[src/rtl/rom_port_arbiter.sv]
// Shares the instruction ROM read port between fetch (F) and data loads (D).
// F has priority; a starvation counter forces a D grant after STARVE_LIMIT lost conflicts.
module rom_port_arbiter #(
  parameter int unsigned ADDRESS_WIDTH = 32,
  parameter int unsigned DATA_WIDTH    = 32,
  parameter int unsigned STARVE_LIMIT  = 4
) (
  input  logic                     clk,
  input  logic                     rst_n,
  input  logic                     f_req,
  input  logic [ADDRESS_WIDTH-1:0] f_addr,
  input  logic                     f_flush,
  output logic                     f_gnt,
  output logic                     f_rvalid,
  output logic [DATA_WIDTH-1:0]    f_rdata,
  output logic                     f_err,
  input  logic                     d_req,
  input  logic [ADDRESS_WIDTH-1:0] d_addr,
  output logic                     d_gnt,
  output logic                     d_rvalid,
  output logic [DATA_WIDTH-1:0]    d_rdata,
  output logic                     d_err,
  output logic [ADDRESS_WIDTH-1:0] rom_addr,
  input  logic [DATA_WIDTH-1:0]    rom_dout
);

  localparam int unsigned CntW = $clog2(STARVE_LIMIT + 1);

  logic [CntW-1:0]          r_starve_cnt;
  logic [CntW-1:0]          w_starve_nxt;
  logic                     w_starved;
  logic                     w_f_gnt;
  logic                     w_d_gnt;
  logic                     w_f_mis;
  logic                     w_d_mis;
  logic [ADDRESS_WIDTH-1:0] w_sel_addr;

  logic                     r_f_valid;
  logic                     r_d_valid;
  logic                     r_f_err;
  logic                     r_d_err;
  logic [DATA_WIDTH-1:0]    r_f_rdata;
  logic [DATA_WIDTH-1:0]    r_d_rdata;

  assign w_starved = (r_starve_cnt == CntW'(STARVE_LIMIT));
  assign w_f_mis   = |f_addr[1:0];
  assign w_d_mis   = |d_addr[1:0];

  // A flushed fetch never wins, leaving the port free for D in the same cycle.
  assign w_f_gnt = f_req & ~f_flush & ~(d_req & w_starved);
  assign w_d_gnt = d_req & ~w_f_gnt;

  assign w_sel_addr = w_d_gnt ? d_addr : f_addr;
  assign rom_addr   = {w_sel_addr[ADDRESS_WIDTH-1:2], 2'b00};

  always_comb begin
    w_starve_nxt = r_starve_cnt;
    if (w_d_gnt || !d_req) begin
      w_starve_nxt = '0;
    end else if (w_f_gnt && !w_starved) begin
      w_starve_nxt = r_starve_cnt + CntW'(1);
    end
  end

  always_ff @(posedge clk or negedge rst_n) begin
    if (!rst_n) begin
      r_starve_cnt <= '0;
      r_f_valid    <= 1'b0;
      r_d_valid    <= 1'b0;
      r_f_err      <= 1'b0;
      r_d_err      <= 1'b0;
      r_f_rdata    <= '0;
      r_d_rdata    <= '0;
    end else begin
      r_starve_cnt <= w_starve_nxt;
      r_f_valid    <= w_f_gnt;
      r_d_valid    <= w_d_gnt;
      r_f_err      <= w_f_gnt & w_f_mis;
      r_d_err      <= w_d_gnt & w_d_mis;
      if (w_f_gnt) begin
        r_f_rdata <= w_f_mis ? '0 : rom_dout;
      end
      if (w_d_gnt) begin
        r_d_rdata <= w_d_mis ? '0 : rom_dout;
      end
    end
  end

  // A flush discards the fetch response arriving in the same cycle.
  assign f_gnt    = w_f_gnt;
  assign d_gnt    = w_d_gnt;
  assign f_rvalid = r_f_valid & ~f_flush;
  assign f_err    = r_f_err & ~f_flush;
  assign f_rdata  = r_f_rdata;
  assign d_rvalid = r_d_valid;
  assign d_err    = r_d_err;
  assign d_rdata  = r_d_rdata;

endmodule

[config.mk]
export PLATFORM = sky130hd
export DESIGN_NAME = rom_port_arbiter
export DESIGN_NICKNAME = d
export VERILOG_FILES = /design/src/rtl/rom_port_arbiter.sv
export SDC_FILE = /design/constraint.sdc
export NUM_CORES = 1
export LEC_CHECK = 0
export BUFFER_PORTS_ARGS = -buffer_cell sky130_fd_sc_hd__buf_2
export CELL_PAD_IN_SITES_DETAIL_PLACEMENT = 1
export CELL_PAD_IN_SITES_GLOBAL_PLACEMENT = 2
export CORE_MARGIN = 2
export CORE_UTILIZATION = 23
export CTS_CLUSTER_SIZE = 14
export DETAILED_ROUTE_END_ITERATION = 10
export GPL_TIMING_DRIVEN = 0
export PLACE_DENSITY_LB_ADDON = 0.3
export SYNTH_ARGS = -nofsm -noshare
export SYNTH_HDL_FRONTEND = slang
export SYNTH_SLANG_ARGS = --single-unit
[constraint.sdc]
create_clock -name clk -period 1.9 [get_ports clk]
set_input_delay 0.38 -clock clk [delete_from_list [all_inputs] [get_ports clk]]
set_output_delay 0.38 -clock clk [all_outputs]
set_load 0.05 [all_outputs]
==> flow_summary.yaml, run 1 <==
outcome:
  status: "finished with violations"
  violations: "setup timing"
die:
  fp-row-count: 45
  die_height_microns: 129.1
  start_util_pct: 23.58
  ios: 203
  dieWidth_microns: 129.1
  die_area_sq_um: 16660
  core_sq_um: 15260
sta:
  rsz0062_at_grt: "true"
  finalCritPeriodShare_pct: 124.5
  setup_viol: 32
  post-route-min-period_ns: 2.365
  final_hold_viol_count: 0
  maxSlewHeadroom_pct: 64.02
  skew_ns: 0.004332
  clock.fmax_ghz: 0.4229
  fin_ws_ns: -0.4647
  slew_violations: 0
  tightest_slew_ns: 0.5397
route:
  wire_per_inst_microns: 16.48
  drc: 0
  wirelength_met1_microns: 5172
  wl_met2_microns: 6450
  route.vias.total: 3313
  met3WireLength_microns: 1203
  vias_per_cell: 4.220
  dr.pass1.iters: 4
  wirelength_microns: 12930
  ant_nets: 0
  top_layer: "met4"
  drt-initial-drc-count: 65
logic_synthesis:
  yosys_warnings: 0
  synth_compound_area_share_pct: 4.974
  synthesis.area_sq_um: 3597
  synth-xor-area-share_pct: 0.2435
  synthSimpleGateAreaFrac_pct: 11.13
  synth_fa_ha_area_share_pct: 0.6957
  yosysUniqueCellTypes: 25
  ys_seq_area_share_pct: 49.39
  synth_area_per_cell_sq_um: 10.61
  yosys_register_bits: 71
  synth_mux_area_share_pct: 21.01
  netlist_instances: 339
  synth_top_family_by_area: "multiplexers"
final_layout:
  final_common_cell: "buf_2"
  multi_input_area_sq_um: 1421
  final_cell_area_sq_um: 5684
  finalNetCount: 672
  syn2layout_area_growth_pct: 58.02
  final_util_pct: 37.25
  regArea_sq_um: 1777
  fill_cells: 1749
  drive_above_1_share_pct: 49.56
  final_cell_mix: "169 x buf_2, 71 x dfrtp_1, 64 x inv_1"
power_and_ir_drop:
  ir_drop_uv: 595.4
  power.total_w: 0.004891
  p_leak_nw: 2.971
  p_per_area_nw_per_um2: 860.5
worst_setup_path:
  path_cells: "inv_2 -> ha_4 -> nand2_4 -> a21boi_4 -> buf_12 -> clkbuf_16 -> mux2_4 -> buf_8"
  required_ns: 1.52
  worstSetupStartpointType: "flip-flop"
  rrSetupSlack_ns: 0.10
  cp-end-kind: "output port"
  worst_path_largest_cell_delay_ns: 0.39
  crit_type: "flip-flop to output port"
  cp_max_fo: 7
  arrival_ns: 1.98
  cpMaxStageDelayCell: "dfrtp_1"
grt:
  grtUsageTotal_pct: 15.11
  antenna_found_initial: 0
  grt_pass1_wl_microns: 19040
  grt_pass1_vias: 3495
  overflow: 0
  grt_max_degree: 55
placement:
  gp_congestion: 0.6875
  port-buffer-count: 200
  place_area_sq_um: 4896
  dp.final_hpwl_microns: 9333
min_path:
  hp-class: "primary input to flip-flop"
clocking:
  cts.htree.levels: 3
  tritoncts: "built"
  cts_buffer_depth: 2
  clkLatencyLatePin_ns: 0.34
  cts-buffers-inserted: 9
  cts_sinks: 71
  cts_root_buf: "clkbuf_16"
  clk_pin_slew_ns: 0.06
flow_run:
  maxCapViolCount: 0
[metal layers]
metal	up-vias	GRT usage [%]
met2	147	26.61
li1	1557	-
met1	1600	17.47
met5	-	0
met4	0	3.645
met3	9	5.615
[sequential cells by signal, summed over array words and instances (netlist names)]
name          count
f_rdata          32
d_rdata          32
d_rvalid          1
r_f_err           1
r_f_valid         1
r_starve_cnt      3
d_err             1
[power breakdown]
group / switching (W) / internal [W]
clock: 0.000673 / 0.00104
combinational: 0.000977 / 0.000516
sequential: 0.0000566 / 0.00162
total: 0.00171 / 0.00318
[critical path, delay by kind of cell (launching register included)]
family	cells	cell delay (ns)
simple gates	1	0.06
mux	1	0.30
flops	1	0.39
buf+inv	4	0.54
fa+ha+maj	1	0.15
compound gates	1	0.20
[cell families after synthesis]
group	Yosys count
other cells	1
simple gates	77
flops	71
fa+ha+maj	2
mux	62
compound gates	33
buf+inv	92
xor+xnor	1
[path summary, 6_finish.rpt]
check                           startpoint      endpoint  cells past startpoint
setup / recovery           r_starve_cnt[0]  rom_addr[18]                      8
hold / removal                rom_dout[19]   d_rdata[19]                      3
setup reg to reg           r_starve_cnt[0]   d_rdata[30]                      9
hold reg to reg                 d_rdata[9]    d_rdata[9]                      2
max in group asynchronous            rst_n   f_rdata[14]                      3
min in group asynchronous            rst_n   f_rdata[28]                      2
[cells in the mapped netlist]
master	n	area, sq um
a21boi_4	1	18.77
and2_1	1	6.260
and3_1	3	18.77
buf_12	3	60.06
buf_2	4	20.02
buf_4	2	15.01
buf_6	4	45.04
buf_8	1	15.01
clkbuf_1	12	45.04
conb_1	1	3.750
dfrtp_1	71	1777
ha_1	2	25.02
inv_1	66	247.7
mux2_2	4	45.04
mux2_4	26	390.4
mux2i_1	32	320.3
nand2_1	33	123.9
nand3_2	1	10.01
nand4_1	32	200.2
nor2_1	2	7.510
nor2b_1	4	25.02
nor2b_2	1	8.760
o21ai_0	23	115.1
o21ai_1	9	45.04
xor2_1	1	8.760
[per-stage QoR]
step                      setup TNS (ns)  cells  setup slack (ns)  hold WS (ns)
final                             -13.51    785           -0.4647        0.2907
after CTS                         -14.35    780           -0.4855        0.2814
after floorplan                        0    340           0.02020       0.08441
after global routing              -16.03    784           -0.5440        0.2941
after detailed placement          -7.859    752           -0.2850        0.2775
after global placement            -11.36    751           -0.2807        0.5027
[area by class of cell]
| class | count | share of cell area, % |
|---|---|---|
| Timing Repair Buffer | 218 | 25.40 |
| Sequential cell | 71 | 31.26 |
| Inverter | 66 | 4.358 |
| Tap cell | 211 | 4.645 |
| Buffer | 26 | 4.050 |
| Clock inverter | 5 | 1.035 |
| Antenna cell | 1 | 0.04402 |
| Clock buffer | 10 | 4.204 |
| Multi-Input combinational cell | 177 | 25.01 |
[timing repair]
item	in CTS	in global routing
cloned	1	2
setup endpoints to repair	32	45
pin swaps	1	3
gates resized for setup	89	8
hold buffers	1	0
buffers inserted	11	3
endpoints found under the hold margin	17	0
No activity file was read; power rests on OpenSTA's default activity.
==> inputs of run 2 (changes only) <==
Settings changed: ABC_AREA from default to 1, CORE_UTILIZATION 23 to 21.
==> flow_summary.yaml, run 2 <==
route:
  wirelength_microns: 14730
  dr.pass1.iters: 4
  drc: 0
  route.vias.total: 4000
  ant_nets: 0
  wire_per_inst_microns: 15.55
  drt-initial-drc-count: 111
  wirelength_met1_microns: 6167
  wl_met2_microns: 7441
  vias_per_cell: 4.224
  top_layer: "met4"
  met3WireLength_microns: 887
placement:
  place_area_sq_um: 5104
  port-buffer-count: 200
  dp.cells: 912
  dp.final_hpwl_microns: 11120
  gp_congestion: 0.8982
logic_synthesis:
  ys_seq_area_share_pct: 46.97
  synth_ff_type: "dfrtp_1"
  synth_edf_count: 0
  synth_area_leader_cell: "dfrtp_1"
  netlist_top_cells_area: "dfrtp_1 47%, nand2_1 19%, nand3_1 7.8%"
  synth_area_per_cell_sq_um: 7.864
  postSynth.asyncResetShare_pct: 100.0
  yosys_register_bits: 71
  yosysUniqueCellTypes: 17
  netlist_instances: 481
  synth.most_common_cell: "nand2_1"
  netlist_top_cells_count: "190 x nand2_1, 71 x dfrtp_1, 59 x nand3_1, 43 x inv_1, 39 x nor2_1"
  synthesis.area_sq_um: 3782
  yosys_warnings: 0
  synth.top_cell.area_share_pct: 46.97
worst_setup_path:
  r2r_end: "r_starve_cnt[1]"
  path_cells: "inv_2 -> ha_4 -> nand3_4 -> nand2_8 -> buf_8 -> buf_8 -> nand3_1 -> nand2_2 -> buf_8"
  cp_max_fo: 10
  worstSetupStartpointType: "flip-flop"
  crit_family: "buffers and inverters"
  r2r_start: "r_starve_cnt[1]"
  cp-endpoint: "rom_addr[11]"
  rrSetupSlack_ns: 0.26
  cp_common_cell: "buf_8"
  arrival_ns: 1.72
  rr_worst_depth: 12
  cp.depth: 9
  worst_path_largest_cell_delay_ns: 0.39
  required_ns: 1.52
  critPathLaunch: "r_starve_cnt[1]"
  crit_type: "flip-flop to output port"
  cpMaxStageDelayCell: "dfrtp_1"
  cp.buffers_inverters: 4
  cp-end-kind: "output port"
sta:
  rsz0062_at_grt: "true"
  finalCritPeriodShare_pct: 110.8
  post-route-min-period_ns: 2.104
  setup_viol: 32
  final_hold_viol_count: 0
  fin_ws_ns: -0.2044
  clock.fmax_ghz: 0.4752
  tns_ns: -4.897
  slew_violations: 0
  skew_ns: 0.01078
grt:
  grt_max_degree: 47
  overflow: 0
  antenna_found_initial: 0
  grtUsageTotal_pct: 15.24
  grt_pass1_vias: 4334
  grt_pass1_wl_microns: 23160
die:
  die_height_microns: 138.2
  fp-row-count: 49
  die_area_sq_um: 19100
  start_util_pct: 21.20
  core_sq_um: 17840
  ios: 203
  dieWidth_microns: 138.2
final_layout:
  final_common_cell: "buf_2"
  final_cell_area_sq_um: 6030
  final_cell_mix: "177 x buf_2, 164 x nand2_1, 71 x dfrtp_1"
  syn2layout_area_growth_pct: 59.41
  final_cells: 947
  finalNetCount: 816
  drive_above_1_share_pct: 47.49
  final_util_pct: 33.80
  n_antenna_cell: 0
power_and_ir_drop:
  ir_drop_uv: 372.3
  power.total_w: 0.004942
  p_per_area_nw_per_um2: 819.6
  clockPowerShare_pct: 34.8
  p_sw_w: 0.001779
  swShare_pct: 36.00
  p_leak_nw: 3.430
  internal_power_w: 0.003163
  combPwrFrac_pct: 31.4
  seqPwrFrac_pct: 33.8
clocking:
  cts-buffers-inserted: 9
  tritoncts: "built"
  cts.htree.levels: 3
  clkLatencyLatePin_ns: 0.34
  clk_pin_slew_ns: 0.06
  cts_root_buf: "clkbuf_16"
  cts_sinks: 71
  cts_buffer_depth: 2
min_path:
  hp-class: "primary input to flip-flop"
  min_path_cells: 3
outcome:
  status: "finished with violations"
  violations: "setup timing"
flow_run:
  maxCapViolCount: 0
[run 2: metal layers]
| metal | global-route usage [%] | up-vias |
|---|---|---|
| met5 | 0 | - |
| met4 | 5.317 | 0 |
| met3 | 3.498 | 12 |
| met2 | 27.36 | 152 |
| met1 | 17.84 | 1897 |
| li1 | - | 1939 |
[run 2: metrics by stage]
step                hold WS, ns  worst slack, ns
floorplan               0.08441          0.09056
global placement         0.4445         -0.06855
detailed placement       0.3313         -0.08722
CTS                      0.2915          -0.2408
global route             0.3011          -0.2680
finish                   0.3081          -0.2044
[run 2: worst min-delay path: stages]
cell and delay, ns:
buf_2 0.11, nand2_1 0.07, o21ai_2 0.06
[run 2: cells by family after synthesis]
group	share of synthesized area [%]
flip-flops	46.97
other	0.09914
AO/OA/AOI/OAI	7.410
AND/OR/NAND/NOR	32.52
buffers and inverters	12.11
XOR/XNOR	0.2316
adder cells (fa/ha/maj)	0.6615
[run 2: what timing repair did]
| item | in CTS | in global routing |
|---|---|---|
| endpoints found under the setup margin | 32 | 32 |
| pin swaps | 13 | 18 |
| hold buffers | 1 | 0 |
| gates resized for setup | 83 | 49 |
| cloned | 0 | 3 |
| buffers inserted | 11 | 4 |
| endpoints found under the hold margin | 25 | 0 |
[run 2: cell type report]
type                    count  area (sq um)
multi-input cells         333          1694
fillers                  2154         11810
repair buffers            220          1474
flip-flops and latches     71          1777
well taps                 229         286.5
clock inverters             3         42.54
clock buffers              13         250.2
inverters                  43         163.9
plain buffers              35         341.6
[run 2: worst min path at each step]
| stage | startpoint | end | slack [ns] |
|---|---|---|---|
| 4_1_cts | rom_dout[7] | f_rdata[7] | 0.29 |
| 3_5_place_dp | rst_n | d_rdata[20] | 0.33 |
| 5_1_grt | rom_dout[7] | f_rdata[7] | 0.30 |
| 6_report | rom_dout[28] | f_rdata[28] | 0.31 |
| 2_1_floorplan | rst_n | d_err | 0.08 |
| 3_3_place_gp | r_starve_cnt[0] | r_starve_cnt[0] | 0.44 |
[run 2: power by group through the flow]
stage               Combinational (W)  Sequential, W  Clock, W
finish                        0.00155        0.00167   0.00172
global placement              0.00135        0.00169         0
global route                  0.00165        0.00168   0.00185
CTS                           0.00150        0.00167   0.00177
detailed placement            0.00137        0.00170         0
floorplan                    0.000575        0.00204         0
